`config.mk`:
```
export PLATFORM = sky130hd
export DESIGN_NAME = uart_tx_buffered
export DESIGN_NICKNAME = d
export VERILOG_FILES = /design/src/rtl/uart_tx_buffered.sv
export SDC_FILE = /design/constraint.sdc
export NUM_CORES = 1
export LEC_CHECK = 0
export BUFFER_PORTS_ARGS = -buffer_cell sky130_fd_sc_hd__buf_2
export CAP_MARGIN = 20
export CORE_UTILIZATION = 56
export CTS_BUF_LIST = sky130_fd_sc_hd__clkbuf_4
export DETAILED_ROUTE_END_ITERATION = 8
export PLACE_DENSITY = 0.89
export SLEW_MARGIN = 20
export SYNTH_ARGS = -nofsm -noshare
export SYNTH_HDL_FRONTEND = slang
export SYNTH_SLANG_ARGS = --single-unit
export TNS_END_PERCENT = 10
```
`constraint.sdc`:
```
create_clock -name clk -period 2.85 [get_ports clk]
set_input_delay 0.1425 -clock clk [delete_from_list [all_inputs] [get_ports clk]]
set_output_delay 0.1425 -clock clk [all_outputs]
set_load 0.005 [all_outputs]
```
`src/rtl/uart_tx_buffered.sv`:
```
// rtl/uart_tx_buffered.sv - UART transmitter with an internal byte FIFO
//
// Bytes pushed with wr_en are queued in a 2**fifo_depth_log2 deep FIFO and
// serialised LSB first as 8N1 frames. Frames run back to back while the FIFO
// holds data. tx and tx_busy are registered copies of the FSM state, so both
// lag the state register by one cycle and tx never glitches.
//
// Optional build macro UART_TX_PARITY_EN: inserts an even-parity bit between
// the last data bit and the stop bit (8E1, 11 bit periods per frame).
//
// Ports:
//   clk       system clock, rising edge
//   rst       synchronous active-high reset (drops the frame and the queue)
//   clear     synchronous clear of the sticky overflow flag
//   wr_en     push wr_data this cycle (ignored and flagged when full)
//   wr_data   byte to transmit
//   full      FIFO holds 2**fifo_depth_log2 bytes (registered)
//   empty     FIFO holds no bytes (registered)
//   level     FIFO occupancy (registered)
//   overflow  sticky, set when a write was dropped
//   tx_busy   high while a frame is on the line
//   tx        serial line, idle high
//   sent_cnt  completed frames, wraps 255 -> 0
module uart_tx_buffered #(
  parameter int clock_frequency = 12000000,
  parameter int baud_rate       = 9600,
  parameter int fifo_depth_log2 = 3
) (
  input  logic                     clk,
  input  logic                     rst,
  input  logic                     clear,
  input  logic                     wr_en,
  input  logic [7:0]               wr_data,
  output logic                     full,
  output logic                     empty,
  output logic [fifo_depth_log2:0] level,
  output logic                     overflow,
  output logic                     tx_busy,
  output logic                     tx,
  output logic [7:0]               sent_cnt
);

  localparam int DIV   = clock_frequency / baud_rate;
  localparam int TW    = (DIV > 1) ? $clog2(DIV) : 1;
  localparam int DEPTH = 1 << fifo_depth_log2;
  localparam int LW    = fifo_depth_log2 + 1;

  localparam logic [TW-1:0]              TICK_LAST = TW'(DIV - 1);
  localparam logic [TW-1:0]              TIMER_ONE = TW'(1);
  localparam logic [LW-1:0]              LVL_ONE   = LW'(1);
  localparam logic [LW-1:0]              LVL_FULL  = LW'(DEPTH);
  localparam logic [fifo_depth_log2-1:0] PTR_ONE   = fifo_depth_log2'(1);

  typedef enum logic [2:0] {
    S_IDLE,
    S_START,
    S_DATA,
`ifdef UART_TX_PARITY_EN
    S_PARITY,
`endif
    S_STOP
  } state_t;

  // FIFO storage and bookkeeping
  logic [7:0]                 mem [DEPTH];
  logic [fifo_depth_log2-1:0] wr_ptr;
  logic [fifo_depth_log2-1:0] rd_ptr;
  logic [LW-1:0]              level_d;
  logic                       push;
  logic                       pop;

  // Serialiser
  state_t        state_q;
  state_t        state_d;
  logic [TW-1:0] timer_q;
  logic [2:0]    bit_idx_q;
  logic [7:0]    shreg_q;
  logic          tick;
  logic          tx_d;

  // A write is judged against the registered full flag, so a pop in the
  // same cycle never rescues a write that arrived while full.
  assign push = wr_en && !full;
  assign tick = (timer_q == TICK_LAST);

  always_comb begin
    level_d = level;
    case ({push, pop})
      2'b10:   level_d = level + LVL_ONE;
      2'b01:   level_d = level - LVL_ONE;
      default: level_d = level;
    endcase
  end

  always_ff @(posedge clk) begin
    if (push) begin
      mem[wr_ptr] <= wr_data;
    end
  end

  always_ff @(posedge clk) begin
    if (rst) begin
      wr_ptr   <= '0;
      rd_ptr   <= '0;
      level    <= '0;
      full     <= 1'b0;
      empty    <= 1'b1;
      overflow <= 1'b0;
    end else begin
      if (push) begin
        wr_ptr <= wr_ptr + PTR_ONE;
      end
      if (pop) begin
        rd_ptr <= rd_ptr + PTR_ONE;
      end
      level <= level_d;
      full  <= (level_d == LVL_FULL);
      empty <= (level_d == '0);
      // A dropped write wins over clear so that no drop goes unreported.
      if (wr_en && full) begin
        overflow <= 1'b1;
      end else if (clear) begin
        overflow <= 1'b0;
      end
    end
  end

  // Next state, pop request and the line level the current state calls for.
  always_comb begin
    state_d = state_q;
    pop     = 1'b0;
    tx_d    = 1'b1;
    case (state_q)
      S_IDLE: begin
        if (!empty) begin
          pop     = 1'b1;
          state_d = S_START;
        end
      end
      S_START: begin
        tx_d = 1'b0;
        if (tick) begin
          state_d = S_DATA;
        end
      end
      S_DATA: begin
        tx_d = shreg_q[bit_idx_q];
        if (tick && (bit_idx_q == 3'd7)) begin
`ifdef UART_TX_PARITY_EN
          state_d = S_PARITY;
`else
          state_d = S_STOP;
`endif
        end
      end
`ifdef UART_TX_PARITY_EN
      S_PARITY: begin
        tx_d = ^shreg_q;
        if (tick) begin
          state_d = S_STOP;
        end
      end
`endif
      S_STOP: begin
        tx_d = 1'b1;
        if (tick) begin
          // Chain straight into the next frame when data is waiting.
          if (!empty) begin
            pop     = 1'b1;
            state_d = S_START;
          end else begin
            state_d = S_IDLE;
          end
        end
      end
      default: begin
        state_d = S_IDLE;
      end
    endcase
  end

  always_ff @(posedge clk) begin
    if (rst) begin
      state_q   <= S_IDLE;
      timer_q   <= '0;
      bit_idx_q <= 3'd0;
      shreg_q   <= 8'd0;
      tx        <= 1'b1;
      tx_busy   <= 1'b0;
      sent_cnt  <= 8'd0;
    end else begin
      state_q <= state_d;
      // Timer idles at zero so a frame out of IDLE starts on a full period.
      if ((state_q == S_IDLE) || tick) begin
        timer_q <= '0;
      end else begin
        timer_q <= timer_q + TIMER_ONE;
      end
      if (pop) begin
        shreg_q   <= mem[rd_ptr];
        bit_idx_q <= 3'd0;
      end else if ((state_q == S_DATA) && tick) begin
        bit_idx_q <= bit_idx_q + 3'd1;
      end
      if ((state_q == S_STOP) && tick) begin
        sent_cnt <= sent_cnt + 8'd1;
      end
      tx      <= tx_d;
      tx_busy <= (state_q != S_IDLE);
    end
  end

endmodule

```
==> results of run 1 <==
==> cells in the mapped netlist (all sizes together) (2+ instances only) <==
library cell  count
nand3            12
nand4             4
nand2b            4
or4               3
dfxtp            47
xor2             11
and2              2
mux2i            16
inv               7
mux4             18
mux2              2
nand2            14
a211oi           10
ha               14
o21ai             6
nor2b             8
clkbuf            6
a21oi            17
edfxtp           64
nor3              7
or2               2
xnor2             5
or3               4
buf              10
o31ai             2
nor2             32
nor3b             4
==> registers in the layout, indices dropped and copies added (netlist names) <==
register	flops
mem	64
timer_q	11
sent_cnt	8
shreg_q	8
level	4
bit_idx_q	3
rd_ptr	3
wr_ptr	3
state_q	2
empty	1
full	1
overflow	1
tx	1
tx_busy	1
==> worst min-delay path by stage <==
stage,from,end,slack [ps],depth (start not counted)
CTS,rst,wr_ptr[0],150,2
finish,rst,wr_ptr[0],180,2
global route,rst,level[1],180,2
global placement,wr_en,overflow,400,3
detailed placement,wr_en,overflow,410,3
floorplan,wr_data[0],mem[0][0],240,0
==> metal layers <==
| layer | global-route usage, % | vias to the layer above | wire [um] |
|---|---|---|---|
| met5 | 0 | - | 0 |
| met4 | 6.67 | 0 | 147 |
| met3 | 4.85 | 18 | 333 |
| met2 | 37.8 | 77 | 4590 |
| met1 | 24.7 | 1458 | 3600 |
| li1 | - | 1407 | - |
==> cell usage in the layout, fill, tap and decap left out, types with 3 or more instances in the layout <==
| master | instances |
|---|---|
| dlygate4sd3_1 | 10 |
| xor2_1 | 10 |
| mux4_2 | 18 |
| dfxtp_2 | 3 |
| mux2i_1 | 15 |
| xnor2_1 | 5 |
| nor3_1 | 7 |
| o21ai_0 | 6 |
| inv_8 | 3 |
| nor2b_1 | 8 |
| nand3_1 | 12 |
| nor2_1 | 31 |
| a211oi_1 | 10 |
| inv_1 | 7 |
| nand4_1 | 3 |
| buf_4 | 16 |
| or3_1 | 4 |
| nand2b_1 | 4 |
| ha_1 | 11 |
| dfxtp_1 | 43 |
| clkbuf_4 | 9 |
| or4_1 | 3 |
| buf_2 | 28 |
| edfxtp_1 | 64 |
| nand2_1 | 14 |
| a21oi_1 | 16 |
==> final cells by class <==
| cell class | instances | area [um^2] | share of cell area, % |
|---|---|---|---|
| Clock buffer | 9 | 67.6 | 1.26 |
| Clock inverter | 7 | 90.1 | 1.68 |
| Inverter | 7 | 26.3 | 0.489 |
| Multi-Input combinational cell | 214 | 1830 | 34.0 |
| Sequential cell | 111 | 2870 | 53.4 |
| Tap cell | 105 | 131 | 2.44 |
| Timing Repair Buffer | 54 | 360 | 6.70 |
==> critical path, cell delays in order, from the launching register on <==
cell and delay [ps]:
dfxtp_1 400, and4bb_2 300, a41oi_2 330, nor2_4 80, ha_4 180, xor2_2 180, ha_1 220, a21oi_2 130
mux2i_2 290, mux2_4 340, a221oi_2 210
==> repair_timing <==
item	in CTS	in global routing
setup endpoints to repair	1	3
resized for setup	4	12
endpoints found under the hold margin	65	0
hold buffers	10	0
cloned	0	0
buffers inserted	1	2
pin swaps	0	3
==> power by group <==
group          internal [uW]  switching, uW
Clock                    224            587
Combinational            677            678
Sequential              1880            144
Total                   2780           1410
==> cells by family (layout without fill, tap and decap cells) <==
group,count (synthesis),count (layout),share of synthesized area (%)
adder cells (fa/ha/maj),14,14,3.72
AND/OR/NAND/NOR,101,101,11.5
buffers and inverters,23,77,2.05
multiplexers,36,36,12.5
AO/OA/AOI/OAI,47,47,6.54
XOR/XNOR,16,16,2.98
flip-flops,111,111,60.8
==> stage by stage <==
stage               std cells  setup TNS [ps]  util (%)
detailed placement        478           -53.8      61.5
global placement          478               0      61.5
CTS                       505               0      64.9
global route              507               0      65.8
floorplan                 348               0         -
finish                    507               0      65.8
==> results.toml, run 1 <==
[status]
status = "finished, final reports clean"

[yosys]
synth_top_area_share_pct = 40.8
synth.net_count = 374
yosys_warnings = 0
yosys-top-cells-area = "edfxtp_1 (41%), dfxtp_1 (20%), mux4_2 (8.6%), ha_1 (3.7%), mux2i_1 (3.4%)"
synth_edf_count = 64
yosysSeqAreaShare_pct = 60.8
synthDistinctLibCells = 48
yosysTopAreaCell = "edfxtp_1"
ys.flop_type = "edfxtp_1"
async_flop_share_pct = 0
synth.avg_cell_area_um2 = 13.5
syn_inst = 348
ys_seq_elements = 111
synth_area_um2 = 4710

[sta]
relSlewSlack_pct = 44.9
period_share_pct = 95.8
fmax_mhz = 366
setup-violations-final = 0
worst_slew_pin_slew_ps = 826
fin_crit_ps = 2730
hold_violations = 0
finalMaxSlewViolations = 0
whs_ps = 177
rsz0062_at_grt = "false"
worst_slack_ps = 121
clock_skew_ps = 21.7

[clocking]
htree_levels = 3
cts_buffers = 9
clk-insertion-delay-late_ps = 480
clock_sinks = 111
clk_pin_slew_ps = 200
cts_buffer_depth = 2
cts_root_buffer = "clkbuf_4"
cts_tree = "built"

[drt]
num_vias = 2960
ant_nets = 0
totalWireLength_um = 8670
route.detailed.drc = 0
vias_per_cell = 5.84
wl_per_cell_um = 17.1
firstDrtPassIters = 4
drtIter0Drc = 194

[setup_path]
end_kind = "register"
reg2reg_depth = 10
crit_end = "empty"
arrival_ps = 3120
rr_endpoint = "empty"
crit_path_start_kind = "register"
r2r_slack_ps = 120
reg2reg_from = "timer_q[8]"
required_ps = 3240
worstPathMaxFanout = 5
cp-startpoint = "timer_q[8]"
worstSetupPathType = "reg2reg"

[power]
p_leak_uw = 0.00190
powerDensity_nw_per_um2 = 779
ir_drop_v = 0.000549
power_uw = 4190

[floorplanning]
die-area_um2 = 8780
dieWidth_um = 93.7
start_util_pct = 57.6
rows = 33
core_area_um2 = 8180
die_height_um = 93.7
ioPinCount = 29

[cells_and_area]
syn_to_final_growth_pct = 14.2
nNetsFinal = 423
num-fill-cells = 574
n_antenna_cell = 0
drive_gt1_share_pct = 24.9
final_cell_area_um2 = 5380

[placed_design]
dp_hpwl_um = 5480
numPortBuffers = 28
dpl_worst_slack_ps = -53.8
place.gp.congestion = 0.740
placed_area_um2 = 5030

[grt]
grt_first_pass_wirelength_um = 13800
grt_pass1_vias = 2924
grt_antenna_before_repair = 0
gr-total-overflow = 0
grt_usage_pct = 21.0
grt_max_degree = 38

[run]
max-cap-violations = 0

[worst_hold_path]
hp-class = "in2reg"
No activity file was read; power rests on OpenSTA's default activity.
==> run 2, diff against run 1 <==
- CTS_BUF_LIST: sky130_fd_sc_hd__clkbuf_4 -> sky130_fd_sc_hd__clkbuf_4 sky130_fd_sc_hd__clkbuf_8
==> run 2 against run 1 <==
Critical path depth grew 2. Sequential share of layout area grew 0.35 points. Sequential power is essentially flat. Non-clock buffer count shrank 10. Count of clock-buffer cells in the layout is the same. Fmax shrank 1.4%. Sequential cell count is the same. Via count shrank 2.0%. Hold slack lost 160 ps.
==> results.toml, run 2 (synthesis results as in run 1) <==
[drt]
ant_nets = 0
vias_per_cell = 5.84
firstDrtPassIters = 4
route.detailed.drc = 0
num_vias = 2901
totalWireLength_um = 8500
drtIter0Drc = 154
wl_per_cell_um = 17.1

[power]
p_leak_uw = 0.00187
power_uw = 4330
ir_drop_v = 0.000437
powerDensity_nw_per_um2 = 812

[clocking]
clk_pin_slew_ps = 110
cts_root_buffer = "clkbuf_8"
clk-insertion-delay-late_ps = 390
clock_sinks = 111
cts_buffer_depth = 2
cts_tree = "built"
htree_levels = 3
cts_buffers = 9

[grt]
grt_first_pass_wirelength_um = 13400
grt_pass1_vias = 2858
gr-total-overflow = 0
grt_antenna_before_repair = 0
grt_usage_pct = 20.4
grt_max_degree = 38

[sta]
worst_slew_pin_slew_ps = 806
setup-violations-final = 0
hold_violations = 0
fmax_mhz = 361
finalSetupTns_ps = 0
clock_skew_ps = 14.0
relSlewSlack_pct = 46.2
fin_crit_ps = 2770
finalMaxSlewViolations = 0
period_share_pct = 97.1

[setup_path]
critical-path-max-stage-delay_ps = 370
slowest_stage = "dfxtp_2"
crit_path_start_kind = "register"
crit_chain = "inv_1 -> ha_1 -> nor4b_4 -> a41oi_2 -> nor2_4 -> ha_4 -> xor2_2 -> ha_1 -> a21oi_2 -> mux2i_2 -> mux2_4 -> a221oi_2"
worstPathMaxFanout = 4
worstSetupPathType = "reg2reg"
r2r_slack_ps = 80
end_kind = "register"
rr_endpoint = "empty"
arrival_ps = 3060
reg2reg_from = "timer_q[1]"
cp-startpoint = "timer_q[1]"
reg2reg_depth = 12
crit_path_frequent_cell = "ha_1"
required_ps = 3150

[floorplanning]
rows = 33
dieWidth_um = 93.7
die-area_um2 = 8780
start_util_pct = 57.6
core_area_um2 = 8180
ioPinCount = 29
die_height_um = 93.7

[placed_design]
dp_hpwl_um = 5480
dp.cells = 478
place.gp.congestion = 0.740
numPortBuffers = 28
placed_area_um2 = 5030

[cells_and_area]
finish.utilization_pct = 65.3
final_cell_mix = "edfxtp_1 (64), dfxtp_1 (43), nor2_1 (31)"
largest_reg_flops = 64
drive_gt1_share_pct = 25.3
syn_to_final_growth_pct = 13.3
instances_no_fill = 497
seq_area_um2 = 2870
nNetsFinal = 413
final_cell_area_um2 = 5340
reg_top3 = "mem: 64 flops, timer_q: 11 flops"
n_antenna_cell = 0
final_common_cell = "edfxtp_1"
num-fill-cells = 581
largest_register = "mem"
multiInputGateArea_um2 = 1830

[worst_hold_path]
holdPathStages = 3
hp-class = "in2reg"
holdPathEnd = "overflow"
hold_start = "clear"

[status]
status = "finished, final reports clean"

[run]
max-cap-violations = 0
[run 2: changes by cell type in the layout (fill, tap and decap cells not counted)]
cell           previous run  this run
clkbuf_8                  0         9
buf_6                     0         1
buf_4                    16        14
clkbuf_4                  9         0
dfxtp_4                   1         0
dfxtp_2                   3         4
o21ai_1                   0         1
dlygate4sd3_1            10         1
o21ai_0                   6         5
[run 2: how the worst max path moves through the flow]
stage | to | slack [ps] | cells past startpoint
detailed placement | empty | -50 | 11
CTS | empty | 20 | 11
floorplan | empty | 2 | 12
global route | empty | -20 | 12
finish | empty | 80 | 12
global placement | empty | 110 | 11
[run 2: critical path, delay by kind of cell (launching register included)]
family / cells / cell delay (ps)
AOI/OAI and AO/OA: 3 / 660
xor gates and xnor gates: 1 / 170
adders and majority gates: 3 / 560
buffers and inverters: 1 / 50
DFF: 1 / 370
muxes: 2 / 660
and+or+nand+nor: 2 / 220
[run 2: power breakdown]
group	internal, uW	switching, uW
logic	669	674
registers	1880	145
clock network	362	602
total	2910	1420
[run 2: metal layers]
layer  global-route usage [%]  wire length (um)  up-vias
li1                         -                 -     1385
met1                     23.9              3450     1419
met5                        0                 0        -
met2                     36.4              4450       75
met3                     4.29               425       22
met4                     8.33               185        0
[run 2: cell type report]
class	count	share of cell area [%]
sequential	111	53.7
multi-input combinational	214	34.3
timing repair buffer	44	4.99
tap	105	2.46
clock buffer	9	2.32
clock inverter	7	1.69
inverter	7	0.492
[run 2: repair_timing]
| action | CTS | global route |
|---|---|---|
| endpoints found under the hold margin | 1 | 0 |
| setup buffers | 1 | 1 |
| endpoints found under the setup margin | 1 | 3 |
| gates resized for setup | 6 | 11 |
| hold buffers | 1 | 0 |
| pin swaps | 0 | 3 |
| gates cloned | 0 | 0 |
[run 2: through the flow]
stage,hold WS [ps],worst slack (ps)
after floorplan,241,1.91
after global placement,397,110
after detailed placement,407,-53.8
after CTS,1.36,22.1
after global routing,2.60,-18.8
final,15.0,82.4
==> run 3, diff against run 2 <==
- ABC_AREA: default -> 1
- CORE_ASPECT_RATIO: default -> 0.6
- CORE_UTILIZATION: 56 -> 57
- PLACE_DENSITY: 0.89 -> 0.9
==> run 3 against run 2 <==
Clock power shrank 12%. Sequential share of layout area shrank 0.32 points. Count of clock-buffer cells in the layout grew 3. Hold slack gained 12 ps. Largest power group unchanged. Synthesized area grew 4.4%. Utilization grew 0.87 points.
==> results.toml, run 3 <==
[yosys]
synth.net_count = 570
syn_inst = 544
synthDistinctLibCells = 32
yosys_warnings = 0
ys.flop_type = "edfxtp_1"
yosysSeqAreaShare_pct = 58.2
synth_area_um2 = 4920
ys_seq_elements = 111
yosysMostFrequentCell = "nor2_1"
synth_edf_count = 64
synth.avg_cell_area_um2 = 9.04
synth_top_cells_by_count = "nor2_1 (112), nand2_1 (102), edfxtp_1 (64)"
yosysTopAreaCell = "edfxtp_1"
yosys-top-cells-area = "edfxtp_1 (39%), dfxtp_1 (19%), nor2_1 (8.5%), nand2_1 (7.8%), o21ai_0 (5.6%)"
async_flop_share_pct = 0
synth_top_area_share_pct = 39.1

[drt]
vias_per_cell = 5.42
firstDrtPassIters = 5
ant_nets = 0
totalWireLength_um = 10100
route.detailed.drc = 0
drtIter0Drc = 348
wl_per_cell_um = 14.6
num_vias = 3735

[power]
power_uw = 4380
p_int_uw = 2760
powerDensity_nw_per_um2 = 817
ir_drop_v = 0.000462
p_clk_share_pct = 19.4
p_leak_uw = 0.00213
switching_share_pct = 37.0
p_seq_share_pct = 45.9
power_frac_comb_pct = 34.7
switching_power_uw = 1620

[grt]
grt_antenna_before_repair = 0
grt_max_degree = 36
grt_pass1_vias = 3396
grt_first_pass_wirelength_um = 16000
grt_usage_pct = 23.7
gr-total-overflow = 0

[cells_and_area]
nNetsFinal = 602
final_cell_mix = "nor2_1 (111), nand2_1 (102), edfxtp_1 (64)"
reg_top3 = "mem: 64 flops, timer_q: 11 flops"
final_cell_area_um2 = 5360
final_common_cell = "nor2_1"
largest_register = "mem"
largest_reg_flops = 64
drive_gt1_share_pct = 11.0
n_antenna_cell = 0
syn_to_final_growth_pct = 8.95

[clocking]
clk-insertion-delay-late_ps = 390
cts_root_buffer = "clkbuf_8"
clk_pin_slew_ps = 90
cts_tree = "built"
htree_levels = 3
cts_buffer_depth = 2
clock_sinks = 111
cts_buffers = 9

[floorplanning]
die-area_um2 = 9020
dieWidth_um = 122
die_height_um = 74.0
start_util_pct = 60.7
core_area_um2 = 8100
ioPinCount = 29
rows = 25

[sta]
relSlewSlack_pct = 35.9
hold_violations = 0
worst_slack_ps = 218
fmax_mhz = 380
finalSetupTns_ps = 0
finalMaxSlewViolations = 0
worst_slew_pin_slew_ps = 957
period_share_pct = 92.3
setup-violations-final = 0
fin_crit_ps = 2630
clock_skew_ps = 17.8
rsz0062_at_grt = "false"

[setup_path]
critical-path-max-stage-delay_ps = 380
worstPathMaxFanout = 4
critical_path_buf_inv_count = 5
crit_family = "adder cells"
arrival_ps = 2920
crit_path_start_kind = "register"
slowest_stage = "dfxtp_1"
end_kind = "register"
cp-startpoint = "state_q[0]"
worstSetupPathType = "reg2reg"
required_ps = 3140
crit_chain = "inv_1 -> ha_1 -> nor2_2 -> nand2_4 -> inv_1 -> ha_1 -> nand2_1 -> inv_1 -> nor2_1 -> ha_1 -> inv_1 -> o21ai_0 -> nor2_1 -> nand3_1 -> nand2_1 -> nand2_1 -> inv_1"
crit_path_frequent_cell = "inv_1"
reg2reg_from = "state_q[0]"

[worst_hold_path]
hold_start = "wr_en"
hp-class = "in2reg"

[placed_design]
placed_area_um2 = 5180
place.gp.congestion = 0.862
dp_hpwl_um = 7030
numPortBuffers = 28
dpl_worst_slack_ps = 236

[status]
status = "finished, final reports clean"

[run]
max-cap-violations = 0
## run 3: tightest hold or removal path, cell delays in order
cell	delay [ps]
buf_2	110
nand2_1	50
a21oi_1	60
## run 3: routing by layer
metal / share of wire (%) / global-route usage [%]
met5: 0 / 0
met3: 7.0 / 6.52
met1: 46 / 32.3
met4: 1.4 / 8.09
met2: 46 / 37.3
## run 3: power by group through the flow
stage	clock [uW]	sequential [uW]	combinational, uW
4_1_cts	850	2010	1500
3_5_place_dp	0	2040	1490
5_1_grt	906	2030	1720
3_3_place_gp	0	2030	1420
2_1_floorplan	0	2020	1130
6_report	848	2010	1520
## run 3: final timing paths
path	to	slack, ps	depth (start not counted)
max reg2reg	empty	220	17
min	overflow	30	3
max	empty	220	17
min reg2reg	overflow	480	2
## run 3: logic make-up (layout without fill, tap and decap cells)
logic type | count (synthesis) | count (layout) | synth area share (%)
AOI/OAI and AO/OA | 83 | 83 | 8.60
and+or+nand+nor | 260 | 260 | 22.5
xor gates and xnor gates | 10 | 10 | 1.78
DFF | 111 | 111 | 58.2
adders and majority gates | 14 | 14 | 3.56
buffers and inverters | 66 | 103 | 5.39
## run 3: stage by stage
step	util [%]	instances	hold WS, ps
after global routing	66.1	689	24.5
after floorplan	-	544	221
final	66.1	689	27.2
after global placement	63.9	672	389
after detailed placement	63.9	672	405
after CTS	66.1	689	17.1
## run 3: layout make-up
type,count,area [um^2]
well taps,108,135
inverters,50,188
fillers,599,2740
multi-input cells,367,1790
clock buffers,12,146
flip-flops and latches,111,2860
repair buffers,37,210
clock inverters,4,23.8
## run 3: repair_timing
| item | CTS | global route |
|---|---|---|
| hold buffers | 1 | 0 |
| endpoints found under the hold margin | 1 | 0 |
| buffers inserted | 0 | 0 |
| endpoints found under the setup margin | 0 | 1 |
| gates resized for setup | 0 | 1 |
